## src/rtl/register_file_8x8_if.sv

```systemverilog
// Register file bus: write-back data/strobe, read/output commands and the
// registered operand/output words returned by the register file.
//   master : drives write/read/output commands, samples read data
//   slave  : register file side
interface register_file_8x8_if #(
    parameter int unsigned WIDTH  = 8,
    parameter int unsigned ADDR_W = 3
);
    logic [WIDTH-1:0]  from_mux;
    logic              write_enable;
    logic [ADDR_W-1:0] write_addr;
    logic              read_enable;
    logic [ADDR_W-1:0] read_a_addr;
    logic [ADDR_W-1:0] read_b_addr;
    logic              output_enable;
    logic [WIDTH-1:0]  read_a_data;
    logic [WIDTH-1:0]  read_b_data;
    logic              read_valid;
    logic [WIDTH-1:0]  output_data;

    modport master (
        output from_mux, write_enable, write_addr,
        output read_enable, read_a_addr, read_b_addr, output_enable,
        input  read_a_data, read_b_data, read_valid, output_data
    );

    modport slave (
        input  from_mux, write_enable, write_addr,
        input  read_enable, read_a_addr, read_b_addr, output_enable,
        output read_a_data, read_b_data, read_valid, output_data
    );
endinterface

```

## src/rtl/register_file_8x8.sv

```systemverilog
// Datapath register file: DEPTH x WIDTH storage written from the write-back
// mux, two registered read ports (A, B) and a held output word loaded from
// the port A source. Reads and output loads see a same-edge write
// (write-through bypass).
// Ports:
//   clk   : rising-edge clock
//   reset : synchronous, active-high; clears storage and all outputs
//   bus   : register_file_8x8_if.slave (commands in, read/output data out)
module register_file_8x8 #(
    parameter int unsigned     WIDTH       = 8,
    parameter int unsigned     DEPTH       = 8,
    parameter int unsigned     ADDR_W      = 3,
    parameter logic [WIDTH-1:0] RESET_VALUE = 8'h00
) (
    input  logic                 clk,
    input  logic                 reset,
    register_file_8x8_if.slave   bus
);

    logic [WIDTH-1:0] regs [DEPTH];
    logic [WIDTH-1:0] read_a_q;
    logic [WIDTH-1:0] read_b_q;
    logic             read_valid_q;
    logic [WIDTH-1:0] output_q;

    logic             hit_a_c;
    logic             hit_b_c;
    logic [WIDTH-1:0] value_a_c;
    logic [WIDTH-1:0] value_b_c;

    // Write-through bypass: a same-edge write to the read address wins.
    always_comb begin
        hit_a_c   = 1'b0;
        hit_b_c   = 1'b0;
        value_a_c = regs[bus.read_a_addr];
        value_b_c = regs[bus.read_b_addr];
        if (bus.write_enable) begin
            hit_a_c = (bus.write_addr == bus.read_a_addr);
            hit_b_c = (bus.write_addr == bus.read_b_addr);
        end
        if (hit_a_c) value_a_c = bus.from_mux;
        if (hit_b_c) value_b_c = bus.from_mux;
    end

    // Storage, read ports and output word; reset overrides every command.
    always_ff @(posedge clk) begin
        if (reset) begin
            for (int i = 0; i < int'(DEPTH); i++) begin
                regs[i] <= RESET_VALUE;
            end
            read_a_q     <= RESET_VALUE;
            read_b_q     <= RESET_VALUE;
            read_valid_q <= 1'b0;
            output_q     <= RESET_VALUE;
        end else begin
            if (bus.write_enable) begin
                regs[bus.write_addr] <= bus.from_mux;
            end
            // read_valid is a one-cycle pulse per launched read
            read_valid_q <= bus.read_enable;
            if (bus.read_enable) begin
                read_a_q <= value_a_c;
                read_b_q <= value_b_c;
            end
            if (bus.output_enable) begin
                output_q <= value_a_c;
            end
        end
    end

    assign bus.read_a_data = read_a_q;
    assign bus.read_b_data = read_b_q;
    assign bus.read_valid  = read_valid_q;
    assign bus.output_data = output_q;

endmodule

```

## src/flat_wrapper.sv

```systemverilog
// flat-port wrapper written by rule: the top's interface ports become plain ports
module register_file_8x8_flat 
#(
    parameter int unsigned     WIDTH       = 8,
    parameter int unsigned     DEPTH       = 8,
    parameter int unsigned     ADDR_W      = 3,
    parameter logic [WIDTH-1:0] RESET_VALUE = 8'h00
)
  (clk, reset, bus_from_mux, bus_write_enable, bus_write_addr, bus_read_enable, bus_read_a_addr, bus_read_b_addr, bus_output_enable, bus_read_a_data, bus_read_b_data, bus_read_valid, bus_output_data);
  register_file_8x8_if #(.WIDTH(WIDTH), .ADDR_W(ADDR_W)) bus_i ();
  input  logic clk;
  input  logic reset;
  input wire logic [$bits(bus_i.from_mux)-1:0] bus_from_mux;
  input wire logic [$bits(bus_i.write_enable)-1:0] bus_write_enable;
  input wire logic [$bits(bus_i.write_addr)-1:0] bus_write_addr;
  input wire logic [$bits(bus_i.read_enable)-1:0] bus_read_enable;
  input wire logic [$bits(bus_i.read_a_addr)-1:0] bus_read_a_addr;
  input wire logic [$bits(bus_i.read_b_addr)-1:0] bus_read_b_addr;
  input wire logic [$bits(bus_i.output_enable)-1:0] bus_output_enable;
  output wire logic [$bits(bus_i.read_a_data)-1:0] bus_read_a_data;
  output wire logic [$bits(bus_i.read_b_data)-1:0] bus_read_b_data;
  output wire logic [$bits(bus_i.read_valid)-1:0] bus_read_valid;
  output wire logic [$bits(bus_i.output_data)-1:0] bus_output_data;
  assign bus_i.from_mux = bus_from_mux;
  assign bus_i.write_enable = bus_write_enable;
  assign bus_i.write_addr = bus_write_addr;
  assign bus_i.read_enable = bus_read_enable;
  assign bus_i.read_a_addr = bus_read_a_addr;
  assign bus_i.read_b_addr = bus_read_b_addr;
  assign bus_i.output_enable = bus_output_enable;
  assign bus_read_a_data = bus_i.read_a_data;
  assign bus_read_b_data = bus_i.read_b_data;
  assign bus_read_valid = bus_i.read_valid;
  assign bus_output_data = bus_i.output_data;
  register_file_8x8 #(.WIDTH(WIDTH), .DEPTH(DEPTH), .ADDR_W(ADDR_W), .RESET_VALUE(RESET_VALUE)) u_core (.clk(clk), .reset(reset), .bus(bus_i));
endmodule
```

## config.mk

```make
export PLATFORM = sky130hd
export DESIGN_NAME = register_file_8x8_flat
export DESIGN_NICKNAME = d
export VERILOG_FILES = /design/src/rtl/register_file_8x8_if.sv /design/src/rtl/register_file_8x8.sv /design/src/flat_wrapper.sv
export SDC_FILE = /design/constraint.sdc
export NUM_CORES = 1
export LEC_CHECK = 0
export CORE_ASPECT_RATIO = 2
export CORE_MARGIN = 5
export CORE_UTILIZATION = 53
export CTS_BUF_LIST = sky130_fd_sc_hd__clkbuf_2
export CTS_CLUSTER_SIZE = 25
export DETAILED_ROUTE_END_ITERATION = 16
export HOLD_SLACK_MARGIN = 0.15
export PLACE_DENSITY_LB_ADDON = 0.12
export SLEW_MARGIN = 15
export SYNTH_ARGS = -nofsm -noshare
export SYNTH_HDL_FRONTEND = slang
export SYNTH_SLANG_ARGS = --single-unit
export TNS_END_PERCENT = 100
```

## constraint.sdc

```tcl
create_clock -name clk -period 1.7 [get_ports clk]
set_input_delay 0.34 -clock clk [delete_from_list [all_inputs] [get_ports clk]]
set_output_delay 0.34 -clock clk [all_outputs]
set_load 0.05 [all_outputs]
```

==> results.toml <==
[run_status]
status = "finished clean"

[yosys]
yosysSeqAreaShare_pct = 52.3
synthDistinctLibCells = 31
yosysWarnings = 0
ys_seq_elements = 89
yosys.area.top_type = "edfxtp_1"
avgSynthCellArea_sq_um = 12.4
synthCells = 375
synth.net_count = 397
syn-cell-area_sq_mm = 0.00464
synth_area_leaders = "edfxtp_1 41%, dfxtp_1 11%, and2_1 8.8%"
yosysTopAreaCellShare_pct = 41.5

[timing]
max_freq_mhz = 619
fin_crit_ns = 1.61
grt_setup_unrepaired = "false"
drv_slew = 0
period_share_pct = 95.0
setup_slack_ns = 0.0856
final.setup.tns_ns = 0
slew_headroom_pct = 71.9
hold_viol_final = 0
worstMarginPinSlew_ns = 0.420
clock_skew_ns = 0.0274
setup_viol = 0

[worst_setup_path]
critical-path-max-stage-delay_ns = 0.49
end_kind = "flip-flop"
crit_start = "u_core.regs[3][6]$_SDFFCE_PN0P_"
crit_slowest_cell = "mux4_1"
critPathArrivalTime_ns = 2.07
startpoint_type = "flip-flop"
criticalPathCategory = "flip-flop to flip-flop"
r2r-start = "u_core.regs[3][6]$_SDFFCE_PN0P_"
crit_chain = "mux4_1 > nor2b_1 > nor4b_1 > nor3_1"
required_ns = 2.16
worstPathMaxFanout = 2

[power]
p_total_mw = 4.75
power.density_mw_per_mm2 = 866
p_switching_mw = 1.38
intPower_mw = 3.37
swShare_pct = 29.0
combPwrFrac_pct = 19.3
peakVddDrop_mv = 0.826
clkPwrFrac_pct = 26.5
seq_power_share_pct = 54.2
p_leak_nw = 2.14

[floorplan]
initial_core_util_pct = 54.0
die_height_um = 142
boundaryPins = 47
core.rowCount = 48
dieArea_sq_mm = 0.0108
core_sq_mm = 0.00859
dieWidth_um = 76.1

[placement]
port-buffer-count = 46
place_congestion = 0.832
place_area_sq_mm = 0.00534
dpl.hpwl_um = 9300
place_ws_ns = -0.494

[routing]
drcViolationCount = 0
drt_iter0_drc = 200
finalWirelength_um = 11700
num_vias = 3206
ant_nets = 0
wire_per_inst_um = 21.2
detail_route.vias_per_cell = 5.83
drt_pass1_iterations = 4

[grt]
grt_use_total_pct = 22.3
antenna_found_initial = 1
grt_pass1_vias = 3302
grt_pass1_wl_um = 18300
overflow = 0
grt_max_degree = 34

[finish]
fin_util_pct = 63.8
syn_to_final_growth_pct = 18.3
final_nets = 466
design_area_sq_mm = 0.00548
drive_above_1_share_pct = 24.7

[run]
drv_cap = 0

[min_path]
min_from = "bus_read_enable"
hp-class = "input port to flip-flop"

[clocking]
post_cts_resized = 0
cts_max_path_buffers = 2
cts_tree = "done"
cts.htree.levels = 3
path_clk_slew_ns = 0.24
hold_buffers = 0
insertion_delay_ns = 0.56
post_cts_buffers = 0
cts_sinks = 89
numCtsBuffers = 9
cts_root_buf = "clkbuf_2"
-- cells by family after synthesis --
| group | after synthesis | synth area share [%] |
|---|---|---|
| flops | 89 | 52.3 |
| simple gates | 163 | 19.3 |
| compound gates | 37 | 6.50 |
| xor+xnor | 6 | 1.30 |
| buf+inv | 25 | 3.24 |
| mux | 55 | 17.4 |
-- per-layer routing --
layer,share of wire [%],GRT usage [%],vias up
met2,57,42.4,89
met5,0,0,-
met1,37,23.8,1557
li1,-,-,1543
met3,4.0,4.44,17
met4,2.1,8.39,0
-- worst max-delay path, delay by kind of cell (launching register included) --
kind          cells  cell delay, ns
flops             1            0.47
simple gates      3            0.57
mux               1            0.49
-- cells in the mapped netlist --
cell type  instances
buf_6              2
mux4_2             8
mux4_1             9
buf_1              1
clkbuf_4           1
mux2_2             8
mux2i_1           30
nor3_1             4
nand3_1            7
o22ai_1            3
nand2_2            7
buf_2              5
buf_12             1
buf_4              4
nand4_1            3
and2_1            65
nand4_2            1
edfxtp_1          64
nand2_1           21
nand2b_1           6
xnor2_2            1
nor2b_1            7
clkbuf_1          11
a311oi_1          22
a22oi_1           12
dfxtp_1           25
nor2_1            30
or2_2              8
nor4b_1            2
and4_1             2
xnor2_1            5
-- cell type report --
class                      count  area (sq um)
multi-input combinational    261          2060
sequential                    89          2420
tap                          100           125
fill                         708          3110
antenna                        1          2.50
timing repair buffer          83           726
clock inverter                 7          98.8
clock buffer                   9          45.0
-- stage by stage --
stage / hold WS (ns) / cells
after floorplan: 0.412 / 375
after global placement: 0.479 / 533
after detailed placement: 0.478 / 533
after CTS: 0.388 / 549
after global routing: 0.390 / 550
final: 0.442 / 550
-- sequential cells by signal (all words and copies together) (netlist names) --
register,flops
u_core.bus.read_valid,1
u_core.bus.output_data,8
u_core.bus.read_b_data,8
u_core.bus.read_a_data,8
u_core.regs,64
-- power by group through the flow --
stage,Clock [mW],Sequential [mW],Combinational [mW]
2_1_floorplan,0,2.76,0.434
3_3_place_gp,0,2.61,0.907
3_5_place_dp,0,2.62,0.920
4_1_cts,1.30,2.57,0.923
5_1_grt,1.40,2.59,0.981
6_report,1.26,2.57,0.915
-- placed cells by master (no fill, tap or decap), drive strengths merged, types with 6 or more instances in the layout --
cell	netlist	routed
nor2b	7	7
mux2	8	8
mux2i	30	30
nand2	28	28
clkbuf	12	9
mux4	17	17
edfxtp	64	64
dfxtp	25	25
and2	65	65
a22oi	12	12
nor2	30	30
nand2b	6	6
or2	8	8
nand3	7	7
a311oi	22	22
buf	13	62
xnor2	6	6
clkdlybuf4s50	0	21
-- path summary, 6_finish.rpt --
| check | end | slack [ns] | cells past startpoint |
|---|---|---|---|
| hold / removal | u_core.bus.read_b_data[2]$_SDFFE_PP0P_ | 0.44 | 2 |
| hold reg to reg | u_core.bus.read_a_data[2]$_SDFFE_PP0P_ | 0.50 | 2 |
| setup / recovery | u_core.bus.output_data[6]$_SDFFE_PP0P_ | 0.09 | 4 |
| setup reg to reg | u_core.bus.output_data[6]$_SDFFE_PP0P_ | 0.09 | 4 |
Power figures use the tool's default switching activity.
